[src/rtl/core_pkg.sv]
`default_nettype none
// +--------------------------------------------------------------------------+
// | core_pkg : shared state codes, glyphs and measurement constants           |
// | Rev 1.0                                                                  |
// +--------------------------------------------------------------------------+
package core_pkg;

  localparam int          MEAS_W    = 19;
  localparam logic [18:0] MEAS_NONE = 19'h7FFFF;

  typedef enum logic [2:0] {
    DST_IDLE   = 3'b000,
    DST_WAIT   = 3'b001,
    DST_LIT    = 3'b010,
    DST_EARLY  = 3'b011,
    DST_FINISH = 3'b110
  } dst_e;

  typedef enum logic [1:0] {
    CV_IDLE  = 2'd0,
    CV_SHIFT = 2'd1,
    CV_DONE  = 2'd2
  } cv_state_e;

  localparam logic [6:0] SEG_0     = 7'h3F;
  localparam logic [6:0] SEG_1     = 7'h06;
  localparam logic [6:0] SEG_2     = 7'h5B;
  localparam logic [6:0] SEG_3     = 7'h4F;
  localparam logic [6:0] SEG_4     = 7'h66;
  localparam logic [6:0] SEG_5     = 7'h6D;
  localparam logic [6:0] SEG_6     = 7'h7D;
  localparam logic [6:0] SEG_7     = 7'h07;
  localparam logic [6:0] SEG_8     = 7'h7F;
  localparam logic [6:0] SEG_9     = 7'h6F;
  localparam logic [6:0] SEG_DASH  = 7'h40;
  localparam logic [6:0] SEG_E     = 7'h79;
  localparam logic [6:0] SEG_R     = 7'h50;
  localparam logic [6:0] SEG_BLANK = 7'h00;

  function automatic logic [6:0] seg_of(input logic [3:0] d);
    case (d)
      4'd0:    seg_of = SEG_0;
      4'd1:    seg_of = SEG_1;
      4'd2:    seg_of = SEG_2;
      4'd3:    seg_of = SEG_3;
      4'd4:    seg_of = SEG_4;
      4'd5:    seg_of = SEG_5;
      4'd6:    seg_of = SEG_6;
      4'd7:    seg_of = SEG_7;
      4'd8:    seg_of = SEG_8;
      4'd9:    seg_of = SEG_9;
      default: seg_of = SEG_BLANK;
    endcase
  endfunction

endpackage
`default_nettype wire

[src/rtl/bin2bcd_seq.sv]
`default_nettype none
// +--------------------------------------------------------------------------+
// | bin2bcd_seq : one-bit-per-clock double-dabble, 19-bit binary to 6 BCD     |
// | Rev 1.0                                                                  |
// +--------------------------------------------------------------------------+
module bin2bcd_seq
  import core_pkg::*;
(
  input  logic        i_clk,
  input  logic        i_rst,
  input  logic        i_start,
  input  logic [18:0] i_bin,
  output logic        o_busy,
  output logic        o_done,
  output logic [23:0] o_bcd
);

  cv_state_e   state_q, state_d;
  logic [23:0] scratch_q, scratch_d;
  logic [18:0] bin_q, bin_d;
  logic [4:0]  cnt_q, cnt_d;
  logic        busy_q, busy_d;
  logic        done_q, done_d;
  logic [23:0] adj;

  always_comb begin
    adj = scratch_q;
    for (int n = 0; n < 6; n++) begin
      if (scratch_q[n*4 +: 4] >= 4'd5) adj[n*4 +: 4] = scratch_q[n*4 +: 4] + 4'd3;
    end

    state_d   = state_q;
    scratch_d = scratch_q;
    bin_d     = bin_q;
    cnt_d     = cnt_q;
    case (state_q)
      CV_IDLE: begin
        if (i_start) begin
          scratch_d = '0;
          bin_d     = i_bin;
          cnt_d     = '0;
          state_d   = CV_SHIFT;
        end
      end
      CV_SHIFT: begin
        scratch_d = {adj[22:0], bin_q[18]};
        bin_d     = {bin_q[17:0], 1'b0};
        cnt_d     = cnt_q + 5'd1;
        if (cnt_q == 5'd18) state_d = CV_DONE;
      end
      default: state_d = CV_IDLE;
    endcase
    busy_d = (state_d != CV_IDLE);
    done_d = (state_d == CV_DONE);
  end

  always_ff @(posedge i_clk) begin
    if (i_rst) begin
      state_q   <= CV_IDLE;
      scratch_q <= '0;
      bin_q     <= '0;
      cnt_q     <= '0;
      busy_q    <= 1'b0;
      done_q    <= 1'b0;
    end else begin
      state_q   <= state_d;
      scratch_q <= scratch_d;
      bin_q     <= bin_d;
      cnt_q     <= cnt_d;
      busy_q    <= busy_d;
      done_q    <= done_d;
    end
  end

  assign o_busy = busy_q;
  assign o_done = done_q;
  assign o_bcd  = scratch_q;

endmodule
`default_nettype wire

[src/rtl/core_display.sv]
`default_nettype none
// +--------------------------------------------------------------------------+
// | core_display : reaction-time result to 6-digit multiplexed 7-seg display  |
// | Rev 1.0                                                                  |
// +--------------------------------------------------------------------------+
module core_display
  import core_pkg::*;
#(
  parameter int SCAN_DIV   = 16384,
  parameter bit ACTIVE_LOW = 1'b0
) (
  input  logic        i_clk,
  input  logic        i_rst,
  input  logic [2:0]  i_dst,
  input  logic [18:0] i_measured,
  output logic [6:0]  o_seg,
  output logic        o_dp,
  output logic [5:0]  o_dig,
  output logic        o_busy
);

  localparam int DIV_W = (SCAN_DIV > 1) ? $clog2(SCAN_DIV) : 1;

  logic [DIV_W-1:0] div_q, div_d;
  logic [2:0]       idx_q, idx_d;
  logic [18:0]      last_bin_q, last_bin_d;
  logic [23:0]      result_q, result_d;
  logic             valid_q, valid_d;
  logic [6:0]       seg_q, seg_d;
  logic             dp_q, dp_d;
  logic [5:0]       dig_q, dig_d;

  logic        conv_busy, conv_done, capture, start;
  logic [23:0] conv_bcd;
  logic [3:0]  nib;
  logic [6:0]  glyph;
  logic        glyph_dp;

  bin2bcd_seq u_conv (
    .i_clk   (i_clk),
    .i_rst   (i_rst),
    .i_start (start),
    .i_bin   (i_measured),
    .o_busy  (conv_busy),
    .o_done  (conv_done),
    .o_bcd   (conv_bcd)
  );

  always_comb begin
    capture    = !conv_busy && (i_measured != last_bin_q);
    start      = capture && (i_measured != MEAS_NONE);
    last_bin_d = capture ? i_measured : last_bin_q;
    valid_d    = valid_q;
    result_d   = result_q;
    if (capture && (i_measured == MEAS_NONE)) begin
      valid_d = 1'b0;
    end else if (conv_done) begin
      valid_d  = 1'b1;
      result_d = conv_bcd;
    end

    div_d = div_q + DIV_W'(1);
    idx_d = idx_q;
    if (div_q == DIV_W'(SCAN_DIV - 1)) begin
      div_d = '0;
      idx_d = (idx_q == 3'd5) ? 3'd0 : idx_q + 3'd1;
    end

    nib      = result_q[{idx_q, 2'b00} +: 4];
    glyph    = SEG_BLANK;
    glyph_dp = 1'b0;
    case (i_dst)
      DST_IDLE, DST_FINISH: begin
        if (!valid_q) begin
          glyph = SEG_DASH;
        end else begin
          // Only the two integer digits above the units get zero-blanked.
          if ((idx_q == 3'd5 && nib == 4'd0) ||
              (idx_q == 3'd4 && nib == 4'd0 && result_q[23:20] == 4'd0))
            glyph = SEG_BLANK;
          else
            glyph = seg_of(nib);
          glyph_dp = (idx_q == 3'd3);
        end
      end
      DST_EARLY: begin
        if (idx_q == 3'd5)                        glyph = SEG_E;
        else if (idx_q == 3'd4 || idx_q == 3'd3)  glyph = SEG_R;
      end
      default: glyph = SEG_BLANK;
    endcase

    seg_d = glyph ^ {7{ACTIVE_LOW}};
    dp_d  = glyph_dp ^ ACTIVE_LOW;
    dig_d = (6'b000001 << idx_q) ^ {6{ACTIVE_LOW}};
  end

  always_ff @(posedge i_clk) begin
    if (i_rst) begin
      div_q      <= '0;
      idx_q      <= '0;
      last_bin_q <= MEAS_NONE;
      result_q   <= '0;
      valid_q    <= 1'b0;
      seg_q      <= {7{ACTIVE_LOW}};
      dp_q       <= ACTIVE_LOW;
      dig_q      <= {6{ACTIVE_LOW}};
    end else begin
      div_q      <= div_d;
      idx_q      <= idx_d;
      last_bin_q <= last_bin_d;
      result_q   <= result_d;
      valid_q    <= valid_d;
      seg_q      <= seg_d;
      dp_q       <= dp_d;
      dig_q      <= dig_d;
    end
  end

  assign o_seg  = seg_q;
  assign o_dp   = dp_q;
  assign o_dig  = dig_q;
  assign o_busy = conv_busy;

endmodule
`default_nettype wire

[config.mk]
export PLATFORM = sky130hd
export DESIGN_NAME = core_display
export DESIGN_NICKNAME = d
export VERILOG_FILES = /design/src/rtl/core_pkg.sv /design/src/rtl/bin2bcd_seq.sv /design/src/rtl/core_display.sv
export SDC_FILE = /design/constraint.sdc
export NUM_CORES = 1
export LEC_CHECK = 0
export ABC_AREA = 1
export CAP_MARGIN = 20
export CORE_AREA = 3 3 111 113
export CTS_BUF_LIST = sky130_fd_sc_hd__clkbuf_16
export DETAILED_ROUTE_END_ITERATION = 7
export DIE_AREA = 0 0 114 116
export PLACE_DENSITY = 0.8
export RECOVER_POWER = 50
export SYNTH_ARGS = -nofsm -noshare
export SYNTH_HDL_FRONTEND = slang
export SYNTH_SLANG_ARGS = --single-unit
[constraint.sdc]
create_clock -name i_clk -period 2.6 [get_ports i_clk]
set_clock_uncertainty 0.15 [all_clocks]
set_input_delay 0.65 -clock i_clk [delete_from_list [all_inputs] [get_ports i_clk]]
set_output_delay 0.65 -clock i_clk [all_outputs]
set_load 0.03 [all_outputs]
==> metrics.md <==
| Metric | Value |
|---|---|
| Status | `finished clean` |
| Critical path type | `in2reg` |
| GR Overflow Total | `0` |
| Crit path capture type | `flip-flop` |
| Placed Area | `just under 0.007 mm2` |
| First-pass iteration count of the detailed router | `4` |
| Fin worst setup slack | `209 ps` |
| Fin nets | `985` |
| GP Congestion | `0.844` |
| R2R Setup Slk | `around 260 ps` |
| Reg2Reg Depth | `16` |
| Clk slew on worst S/H paths | `50 ps` |
| Pwr Total | `about 4.7 mW` |
| Fillcell total | `996` |
| Fin util | `0.652` |
| Clk root buf | `clkbuf_16` |
| Syn Std Cell Area | `0.00619 mm2` |
| Largest net degree at the start of global routing | `50` |
| Avg Vias per Cell | `5.18` |
| Post-CTS repair timing setup buffer count | `0` |
| I/O Pins | `39` |
| Total of warnings raised by yosys | `0` |
| DRT Wirelength | `13.6 mm` |
| Pwr dens | `about 640 mW/mm2` |
| Initial DRC Count | `454` |
| Commonest non-fill, non-tap cells in the layout | `232 x nand2_1, 126 x dfxtp_1, 108 x nand3_1` |
| RR Endpoint | `o_seg[3]` |
| Fin cells | `1096` |
| Final worst-path cycle share | `0.920` |
| Hold WC Path Type | `reg2reg` |
| Max_cap viols | `0` |
| Worst setup path start | `i_measured[15]` |
| Clk buf depth | `2` |
| First-pass GRT wire length | `23.5 mm` |
| Area of the core | `0.0114 mm2` |
| Finished layout cell area | `0.00744 mm2` |
| Syn-to-layout area delta | `20.2%` |
| Pins over their slew limit | `0` |
| Slew margin rel. | `0.430` |
| HPWL after detailed placement | `around 9 mm` |
| Avg Cell Area, Syn | `7.00 um2` |
| Die area | `0.0132 mm2` |
| Min Tclk post-route | `2390 ps` |
| Startpoint types | `input port` |
| Final Hold Viols | `0` |
| Pre-CTS setup slack | `-93.5 ps` |
| DRC errors left | `0` |
| Crit Path Max Fanout | `10` |
| Storage cell area | `~0.0025 mm2` |
| Critical Path Sink | `u_conv.bin_q[6]` |
| Vias in the first global route | `5270` |
| DP Cell Count | `1064` |
| Synthesized net count | `930` |
| WHS | `302 ps` |
| Number of library cell types mapped by synthesis | `34` |
| Clk sink count | `between 100 and 150` |
| Vias | `about 5700` |
| FF+latch count, synth | `127` |
| Pin slew with the least headroom to its limit | `854 ps` |
| Hold-fix buffers at CTS | `0` |
| Worst ir drop on vdd | `0.000473 V` |
| Share of layout cells above drive strength 1 | `0.0902` |
| # setup viols final | `0` |
| Starting Density | `0.543` |
| DRT antenna net count | `0` |
| Initial antenna violation count | `0` |
| Wire length per cell | `12.4 um` |
| Row Count | `39` |
| DIE WIDTH | `114 um` |
| Total track usage | `0.217` |
| IO Port Bufs | `38` |
| Critical path arrival | `2500 ps` |
| Most common cell after layout, fill and taps aside | `nand2_1` |
| Reg2Reg Launch Point | `idx_q[1]` |
| RSZ-0062 raised after global routing | `false` |
| Ant diodes | `0` |
| CTS tree | `done` |
| Sequential area share after synthesis | `0.410` |
| CTS resizes | `0` |
| Chip height | `116 um` |
| P_leak | `3.15 nW` |
| Max H-tree Level | `4` |
| Multi-input logic area | `0.00319 mm2` |
| F_max | `around 420 MHz` |
| Setup_tns | `0 ps` |
| Post-Syn Instances | `885` |
| Clock latency on the worst-skew pair | `about 410 ps` |
| WP data required | `2700 ps` |
| TritonCTS buffer count | `17` |
==> cells in the mapped netlist (all sizes together) <==
| library cell | instances | area share |
|---|---|---|
| nand2 | 237 | 0.15 |
| dfxtp | 127 | 0.41 |
| nand3 | 110 | 0.090 |
| a21oi | 80 | 0.065 |
| nor2 | 78 | 0.050 |
| inv | 74 | 0.045 |
| o21ai | 49 | 0.040 |
| buf | 22 | 0.019 |
| ha | 21 | 0.042 |
| clkbuf | 18 | 0.011 |
| xnor2 | 16 | 0.023 |
| nand4 | 13 | 0.013 |
| xor2 | 13 | 0.018 |
| nor3 | 11 | 0.0089 |
| o211ai | 4 | 0.0048 |
| a22oi | 3 | 0.0036 |
| nor3b | 2 | 0.0024 |
| or2 | 2 | 0.0020 |
| and3 | 1 | 0.0010 |
| clkinv | 1 | 0.00061 |
| nor4 | 1 | 0.0010 |
| o21bai | 1 | 0.0012 |
| o41ai | 1 | 0.0014 |
==> registers in the layout, summed over array words and instances (netlist names) <==
| name | count |
|---|---|
| o_dig | 6 |
| result_q | 24 |
| u_conv.cnt_q | 5 |
| valid_q | 1 |
| u_conv.o_busy | 1 |
| u_conv.state_q | 2 |
| u_conv.o_bcd | 24 |
| o_dp | 1 |
| last_bin_q | 19 |
| div_q | 14 |
| u_conv.bin_q | 19 |
| idx_q | 3 |
| u_conv.o_done | 1 |
| o_seg | 7 |
==> critical path: stages <==
cell	delay, ps
dlygate4sd3_1	590
xnor2_1	170
nand4_1	120
nor2_1	170
nand3_1	150
nand3_2	160
nand2_1	120
buf_4	230
nand2_1	70
a21oi_1	60
==> cell type report <==
| cell class | count | share of cell area |
|---|---|---|
| clock buffer | 17 | 0.0571 |
| clock inverter | 15 | 0.0203 |
| inverter | 75 | 0.0378 |
| multi-input combinational | 643 | 0.428 |
| sequential | 127 | 0.342 |
| tap | 143 | 0.0240 |
| timing repair buffer | 76 | 0.0911 |
==> layer usage <==
metal,part of all wire,up-vias,GRT usage
met1,0.47,2574,0.268
li1,-,2998,-
met2,0.48,87,0.371
met5,0,-,0
met4,0.013,0,0.0641
met3,0.034,15,0.0601
==> worst min path at each step <==
stage          startpoint       end  slack [ps]  cells past startpoint
5_1_grt          div_q[0]  div_q[0]         330                      1
3_5_place_dp     div_q[0]  div_q[0]         300                      1
4_1_cts          div_q[0]  div_q[0]         310                      1
2_1_floorplan    div_q[0]  div_q[0]         270                      1
3_3_place_gp     div_q[0]  div_q[0]         280                      1
6_report         div_q[0]  div_q[0]         300                      1
==> power breakdown <==
part | internal, mW | total, mW | switching, mW
clock | 1.48 | 2.31 | 0.833
combinational | 0.161 | 0.386 | 0.225
sequential | 2.01 | 2.04 | 0.0359
==> cell families (layout without fill, tap and decap cells) <==
family | count (synthesis) | after routing | synth area share
AO/OA/AOI/OAI | 138 | 138 | 0.117
flip-flops | 127 | 127 | 0.410
AND/OR/NAND/NOR | 455 | 455 | 0.315
buffers and inverters | 115 | 183 | 0.0749
adder cells (fa/ha/maj) | 21 | 21 | 0.0424
XOR/XNOR | 29 | 29 | 0.0410
Power figures use the tool's default switching activity.
